**src/rtl/uart_16550_tx_serializer.sv**
```systemverilog
// UART 16550 transmit serializer: pops one character from the Tx FIFO and frames it on SOUT.
// Parity generation is built only when the macro UART_TX_PARITY_EN is defined.
module uart_16550_tx_serializer #(
   parameter int TICKS_PER_BIT = 16
) (
   input  logic       WBs_CLK_i,
   input  logic       WBs_RSTn_i,
   input  logic       Baud_16x_En_i,
   input  logic       Tx_FIFO_Empty_i,
   input  logic [7:0] Tx_FIFO_DAT_i,
   output logic       Tx_FIFO_Pop_o,
   input  logic [1:0] LCR_WLS_i,
   input  logic       LCR_STB_i,
   input  logic       LCR_PEN_i,
   input  logic       LCR_EPS_i,
   input  logic       LCR_SP_i,
   input  logic       LCR_BC_i,
   output logic       SOUT_o,
   output logic       Tx_Busy_o,
   output logic       TEMT_o
);

   localparam int CNT_W = $clog2(2 * TICKS_PER_BIT);
   localparam logic [CNT_W-1:0] LAST_1P0 = CNT_W'(TICKS_PER_BIT - 1);
   localparam logic [CNT_W-1:0] LAST_1P5 = CNT_W'(TICKS_PER_BIT * 3 / 2 - 1);
   localparam logic [CNT_W-1:0] LAST_2P0 = CNT_W'(2 * TICKS_PER_BIT - 1);

   typedef enum logic [2:0] {
      ST_IDLE,
      ST_START,
      ST_DATA,
`ifdef UART_TX_PARITY_EN
      ST_PARITY,
`endif
      ST_STOP
   } state_t;

   state_t           state_q, state_d;
   logic [CNT_W-1:0] cnt_q, cnt_d, cnt_last;
   logic [2:0]       bit_idx_q, bit_idx_d;
   logic [7:0]       shift_q, shift_d;
   logic [1:0]       wls_q, wls_d;
   logic             stb_q, stb_d;
   logic             sout_q, sout_d;
   logic             temt_q, temt_d;
   logic             start_frame, tick_last;

`ifdef UART_TX_PARITY_EN
   logic       pen_q, pen_d;
   logic       par_q, par_d;
   logic [7:0] par_mask;
   logic       par_xor, par_bit;

   // Parity is resolved at pop time over only the configured word bits.
   assign par_mask = 8'hFF >> (2'd3 - LCR_WLS_i);
   assign par_xor  = ^(Tx_FIFO_DAT_i & par_mask);
   assign par_bit  = LCR_SP_i ? ~LCR_EPS_i : (LCR_EPS_i ? par_xor : ~par_xor);
`else
   logic unused_parity_cfg;
   assign unused_parity_cfg = ^{LCR_PEN_i, LCR_EPS_i, LCR_SP_i};
`endif

   assign start_frame = (state_q == ST_IDLE) && Baud_16x_En_i && !Tx_FIFO_Empty_i;
   assign cnt_last    = (state_q == ST_STOP && stb_q) ?
                        ((wls_q == 2'b00) ? LAST_1P5 : LAST_2P0) : LAST_1P0;
   assign tick_last   = Baud_16x_En_i && (cnt_q == cnt_last);

   // NOTE: sequential state is written with non-blocking assignments only.
   always_ff @(posedge WBs_CLK_i or negedge WBs_RSTn_i) begin
      if (!WBs_RSTn_i) begin
         state_q   <= ST_IDLE;
         cnt_q     <= '0;
         bit_idx_q <= '0;
         shift_q   <= '0;
         wls_q     <= '0;
         stb_q     <= 1'b0;
         sout_q    <= 1'b1;
         temt_q    <= 1'b1;
`ifdef UART_TX_PARITY_EN
         pen_q     <= 1'b0;
         par_q     <= 1'b0;
`endif
      end else begin
         state_q   <= state_d;
         cnt_q     <= cnt_d;
         bit_idx_q <= bit_idx_d;
         shift_q   <= shift_d;
         wls_q     <= wls_d;
         stb_q     <= stb_d;
         sout_q    <= sout_d;
         temt_q    <= temt_d;
`ifdef UART_TX_PARITY_EN
         pen_q     <= pen_d;
         par_q     <= par_d;
`endif
      end
   end

   always_comb begin
      // NOTE: every signal gets a default first, so no path infers a latch.
      state_d   = state_q;
      cnt_d     = cnt_q;
      bit_idx_d = bit_idx_q;
      shift_d   = shift_q;
      wls_d     = wls_q;
      stb_d     = stb_q;
`ifdef UART_TX_PARITY_EN
      pen_d     = pen_q;
      par_d     = par_q;
`endif
      if (Baud_16x_En_i && state_q != ST_IDLE) begin
         cnt_d = tick_last ? '0 : cnt_q + 1'b1;
      end
      case (state_q)
         ST_IDLE: begin
            if (start_frame) begin
               state_d = ST_START;
               cnt_d   = '0;
               shift_d = Tx_FIFO_DAT_i;
               wls_d   = LCR_WLS_i;
               stb_d   = LCR_STB_i;
`ifdef UART_TX_PARITY_EN
               pen_d   = LCR_PEN_i;
               par_d   = par_bit;
`endif
            end
         end
         ST_START: begin
            if (tick_last) begin
               state_d   = ST_DATA;
               bit_idx_d = '0;
            end
         end
         ST_DATA: begin
            if (tick_last) begin
               shift_d   = shift_q >> 1;
               bit_idx_d = bit_idx_q + 3'd1;
               if (bit_idx_q == {1'b0, wls_q} + 3'd4) begin
`ifdef UART_TX_PARITY_EN
                  state_d = pen_q ? ST_PARITY : ST_STOP;
`else
                  state_d = ST_STOP;
`endif
               end
            end
         end
`ifdef UART_TX_PARITY_EN
         ST_PARITY: begin
            if (tick_last) state_d = ST_STOP;
         end
`endif
         ST_STOP: begin
            if (tick_last) state_d = ST_IDLE;
         end
         default: state_d = ST_IDLE;
      endcase
   end

   // Line level is derived from the next state so each bit appears the clock after its tick.
   always_comb begin
      sout_d = 1'b1;
      case (state_d)
         ST_START:  sout_d = 1'b0;
         ST_DATA:   sout_d = shift_d[0];
`ifdef UART_TX_PARITY_EN
         ST_PARITY: sout_d = par_q;
`endif
         default:   sout_d = 1'b1;
      endcase
      if (LCR_BC_i) sout_d = 1'b0;
      temt_d = Tx_FIFO_Empty_i && (state_d == ST_IDLE);
   end

   assign Tx_FIFO_Pop_o = start_frame && WBs_RSTn_i;
   assign SOUT_o        = sout_q;
   assign Tx_Busy_o     = (state_q != ST_IDLE);
   assign TEMT_o        = temt_q;

endmodule

```
**config.mk**
```make
export PLATFORM = sky130hd
export DESIGN_NAME = uart_16550_tx_serializer
export DESIGN_NICKNAME = d
export VERILOG_FILES = /design/src/rtl/uart_16550_tx_serializer.sv
export SDC_FILE = /design/constraint.sdc
export NUM_CORES = 1
export LEC_CHECK = 0
export BUFFER_PORTS_ARGS = -buffer_cell sky130_fd_sc_hd__buf_2
export CORE_MARGIN = 4
export CORE_UTILIZATION = 59
export DETAILED_ROUTE_END_ITERATION = 16
export HOLD_SLACK_MARGIN = 0.08
export PLACE_DENSITY = 0.94
export SKIP_LAST_GASP = 1
export SLEW_MARGIN = 15
export SYNTH_ARGS = -nofsm -noshare
export SYNTH_HDL_FRONTEND = slang
export SYNTH_SLANG_ARGS = --single-unit
```
**constraint.sdc**
```tcl
create_clock -name WBs_CLK_i -period 5.67 [get_ports WBs_CLK_i]
set_clock_uncertainty 0.05 [all_clocks]
set_input_delay 1.134 -clock WBs_CLK_i [delete_from_list [all_inputs] [get_ports WBs_CLK_i]]
set_output_delay 1.134 -clock WBs_CLK_i [all_outputs]
set_load 0.005 [all_outputs]
```
======== After elaboration in Yosys (flattened, before gate mapping) ========
Cells that the tools add are included.
operators by class
  add/sub/neg operators ................... 3
  multiplexer cells ....................... 20
  reductions and logical operators ........ 17
  eq/ne operators ......................... 10
operators by type and width
  cell                                            number
  2-to-1 mux 5 bit                                5
  2-to-1 mux 3 bit                                7
  2-to-1 mux 8 bit                                2
  case mux 8 bit (2 select lines)                 1
  case mux 3 bit (4 select lines)                 1
  == test 3 x 2 -> 1 bit (second input constant)  3
  logical AND 1 bit                               7
  == test 3 x 1 -> 1 bit (second input constant)  2
  logical NOT 3 bit                               2
  inequality test 2 bit (second input constant)   3
  case mux 3 bit (2 select lines)                 1
  AND reduction 3 bit                             2
  adder 5 x 1 -> 5 bit (second input constant)    1
  == test 5 bit                                   1
  2-to-1 mux 4 bit                                1
  nonzero test 2 bit                              2
  adder 2 x 3 -> 3 bit (second input constant)    1
  adder 3 x 1 -> 3 bit (second input constant)    1
  == test 3 bit                                   1
  nonzero test 3 bit                              1
  logical NOT 2 bit                               1
  case mux 1 bit (2 select lines)                 1
  AND reduction 2 bit                             1
  logical NOT 1 bit                               1
  2-to-1 mux 1 bit                                1
storage, ports and cells
  flip-flop bits (word level) ............. 24
  output and inout port bits .............. 4

======== Depth between registers and ports, before layout ========
  word-level depth ........................ 10
  depth in mapped cells ................... 7
  mapped depth without buffers ............ 7

======== Least setup slack after synthesis ========
OpenSTA, ideal clock, no wires.
  path kind ............................... input -> output
  start ................................... in Tx_FIFO_Empty_i
  end ..................................... out Tx_FIFO_Pop_o
  data required time ...................... 4486 ps
  cell stages on the path ................. 4
  setup slack ............................. 2534 ps
  arrival ................................. 1952 ps
  cells stage by stage .................... nand2b_1 > nor2_2 > clkbuf_1 > and2_1
on the way
  longest elaborated chain between the ends .. 3
ends and longest elaborated chain
  item               RTL line  source
  from (decl)        9         input logic Tx_FIFO_Empty_i,
  logical NOT 1 bit  63        assign start_frame = (state_q == ST_IDLE) && Baud_16x_En_i && !Tx_FIFO_Empty_i;
  logical AND 1 bit  63
  logical AND 1 bit  174       assign Tx_FIFO_Pop_o = start_frame && WBs_RSTn_i;
  to (decl)          11        output logic Tx_FIFO_Pop_o,
Every way passes these cells.

======== Worst setup path after layout ========
Ends and elaborated chain as after synthesis.

==> impl_metrics.ini <==
[floorplan]
rows = 16
start_util_pct = 64.8
dieArea_sq_mm = 0.00309
ios = 23
core_sq_mm = 0.00206
die_w_microns = 55.6
die_h_microns = 55.6

[worst_setup_path]
cp_max_fo = 16
crit_type = primary input to primary output
critPathLaunchType = primary input
cp_data_required_time_ns = 4.49
arrival_ns = 2.29
cp-end-kind = primary output

[logic_synthesis]
ys_async_sr_fraction_pct = 100
ys_types = 46
ys_seq_area_share_pct = 45.1
synth_area_leaders = dfrtp_1 41%, a222oi_1 4.5%, dfstp_2 3.9%
ys_warn_count = 0
synth_edf_count = 0
synthCells = 128
synth_top_cell_by_area = dfrtp_1
syn_area_sq_mm = 0.00134
ys.flop_type = dfrtp_1
syn_avg_cell_area_sq_um = 10.4
synth-seq-cells = 24
synth_nets = 149
yosysTopAreaCellShare_pct = 41.2

[drt]
wire_per_inst_microns = 17.2
drt-pass1-iter-count = 5
first_iter_violations = 50
wl_met1_microns = 1140
routed_via_density = 6.40
dr_total_vias = 1094
met2_length_microns = 1560
ant_nets = 0
routed_wl_microns = 2940
top_layer_used = met4
drc = 0
wl_met3_microns = 177

[finish]
stdcell_area_sq_mm = 0.00148
synthToLayoutAreaGrowth_pct = 11.0
fin_util_pct = 71.9
drive_gt1_share_pct = 22.2
final_cell_mix = 22 x dfrtp_1, 19 x buf_2, 10 x inv_1, 6 x nor2_1, 6 x a222oi_1
n_antenna_cell = 0
num-fill-cells = 155
nNetsFinal = 166
final_common_cell = dfrtp_1

[cts]
cts_buffers = 3
cts_setup_buffers = 0
cts.sinks = 24
holdBufCountCts = 0
cts_tree = yes
h-tree-depth = 1
path_clk_slew_ns = 0.13
clock-root-buffer = clkbuf_4
clk_path_buf_depth = 2
clock_latency_ns = 0.32
cts_resized = 0

[sta]
drv_slew = 0
hold_viol = 0
min_period_ns = 3.47
maxSlewHeadroom_pct = 51.0
worst_pin_slew_ns = 0.732
finalSetupViolations = 0
fmax_mhz = 288
rsz0062_at_grt = false
period_share_pct = 61.2
totalNegativeSetupSlack_ns = 0

[power]
p_int_mw = 0.387
p_clk_share_pct = 21.3
power_density_mw_per_mm2 = 394
p_leak_nw = 0.702
sequentialPowerShare_pct = 51.2
switching_share_pct = 33.7
vdd_drop_max_v = 0.000245
pwr-share-comb_pct = 27.5
power.switching_mw = 0.196

[hold_path]
hold_class = register to register

[status]
status = finished clean

[placed_design]
portBuffers = 19
hpwl_microns = 2090
gp_congestion = 0.887
placed_cell_area_sq_mm = 0.00143

[global_routing]
grt_pass1_vias = 1100
grt_usage_pct = 20.1
grt-ovfl-total = 0
grt_pass1_wl_microns = 4950
antenna_found_initial = 0
grt_max_degree = 26

[job]
cap_violations = 0
-- flip-flops by register name, indices dropped and copies added, names as in the netlist --
register / count
SOUT_o: 1
shift_q: 8
state_q: 3
cnt_q: 5
stb_q: 1
wls_q: 2
TEMT_o: 1
bit_idx_q: 3
-- worst max-delay path, cell delays in order --
cell and delay (ns):
buf_2 0.12, nand2b_1 0.17, nor2_2 0.54, and2_1 0.21
buf_2 0.11
-- per-stage QoR --
step	std cells	hold WS (ns)	power (mW)	setup slack, ns
after floorplan	128	0.403	0.412	2.53
after global placement	167	0.416	0.445	2.25
after detailed placement	167	0.426	0.462	2.24
after CTS	171	0.459	0.586	2.23
after global routing	171	0.487	0.623	2.09
final	171	0.460	0.583	2.20
-- power by group through the flow --
stage	sequential [mW]	combinational [mW]	clock [mW]
after floorplan	0.275	0.137	0
after global placement	0.294	0.150	0
after detailed placement	0.301	0.161	0
after CTS	0.297	0.162	0.126
after global routing	0.308	0.182	0.133
final	0.299	0.160	0.124
-- cell families after synthesis --
group | synth area share (%)
buffers and inverters | 5.43
other | 0.281
multiplexers | 6.65
adder cells (fa/ha/maj) | 1.87
AND/OR/NAND/NOR | 15.6
AO/OA/AOI/OAI | 21.1
XOR/XNOR | 3.93
flip-flops | 45.1
-- path summary, 6_finish.rpt --
kind	startpoint	endpoint	slack, ns	cells after the start
worst max-delay path	Tx_FIFO_Empty_i	Tx_FIFO_Pop_o	2.20	5
worst min-delay path	shift_q[0]	shift_q[0]	0.46	1
worst max register to register	state_q[1]	SOUT_o	2.96	5
worst min register to register	shift_q[0]	shift_q[0]	0.46	1
max in group asynchronous	WBs_RSTn_i	SOUT_o	4.47	1
min in group asynchronous	WBs_RSTn_i	wls_q[0]	0.73	1
-- cell type report --
| class | instances | area [sq um] | share of cell area [%] |
|---|---|---|---|
| inverters | 10 | 37.5 | 2.53 |
| well taps | 27 | 33.8 | 2.28 |
| multi-input cells | 87 | 661 | 44.6 |
| clock buffers | 3 | 22.5 | 1.52 |
| flip-flops and latches | 24 | 603 | 40.7 |
| repair buffers | 19 | 95.1 | 6.41 |
| clock inverters | 1 | 30.0 | 2.03 |
-- synth_stat cells, drive strengths merged, types with 2 or more instances --
| library cell | instances |
|---|---|
| dfstp | 2 |
| nor3 | 2 |
| nand2b | 5 |
| a222oi | 6 |
| ha | 2 |
| a221o | 2 |
| and3 | 4 |
| xor2 | 4 |
| a211oi | 2 |
| inv | 10 |
| a22o | 2 |
| a2111oi | 2 |
| o21ai | 5 |
| a211o | 2 |
| clkbuf | 5 |
| nor2 | 7 |
| dfrtp | 22 |
| mux2 | 4 |
| a21oi | 4 |
| buf | 2 |
| nand4 | 2 |
| xnor2 | 2 |
| nor3b | 2 |
| nand2 | 5 |
| and2 | 5 |
| mux2i | 4 |
-- metal layers --
metal	global-route usage, %	vias up
met5	0	-
met4	9.03	0
met3	4.87	8
met2	35.0	35
met1	23.2	544
li1	-	507
(Power assumes the default switching activity.)
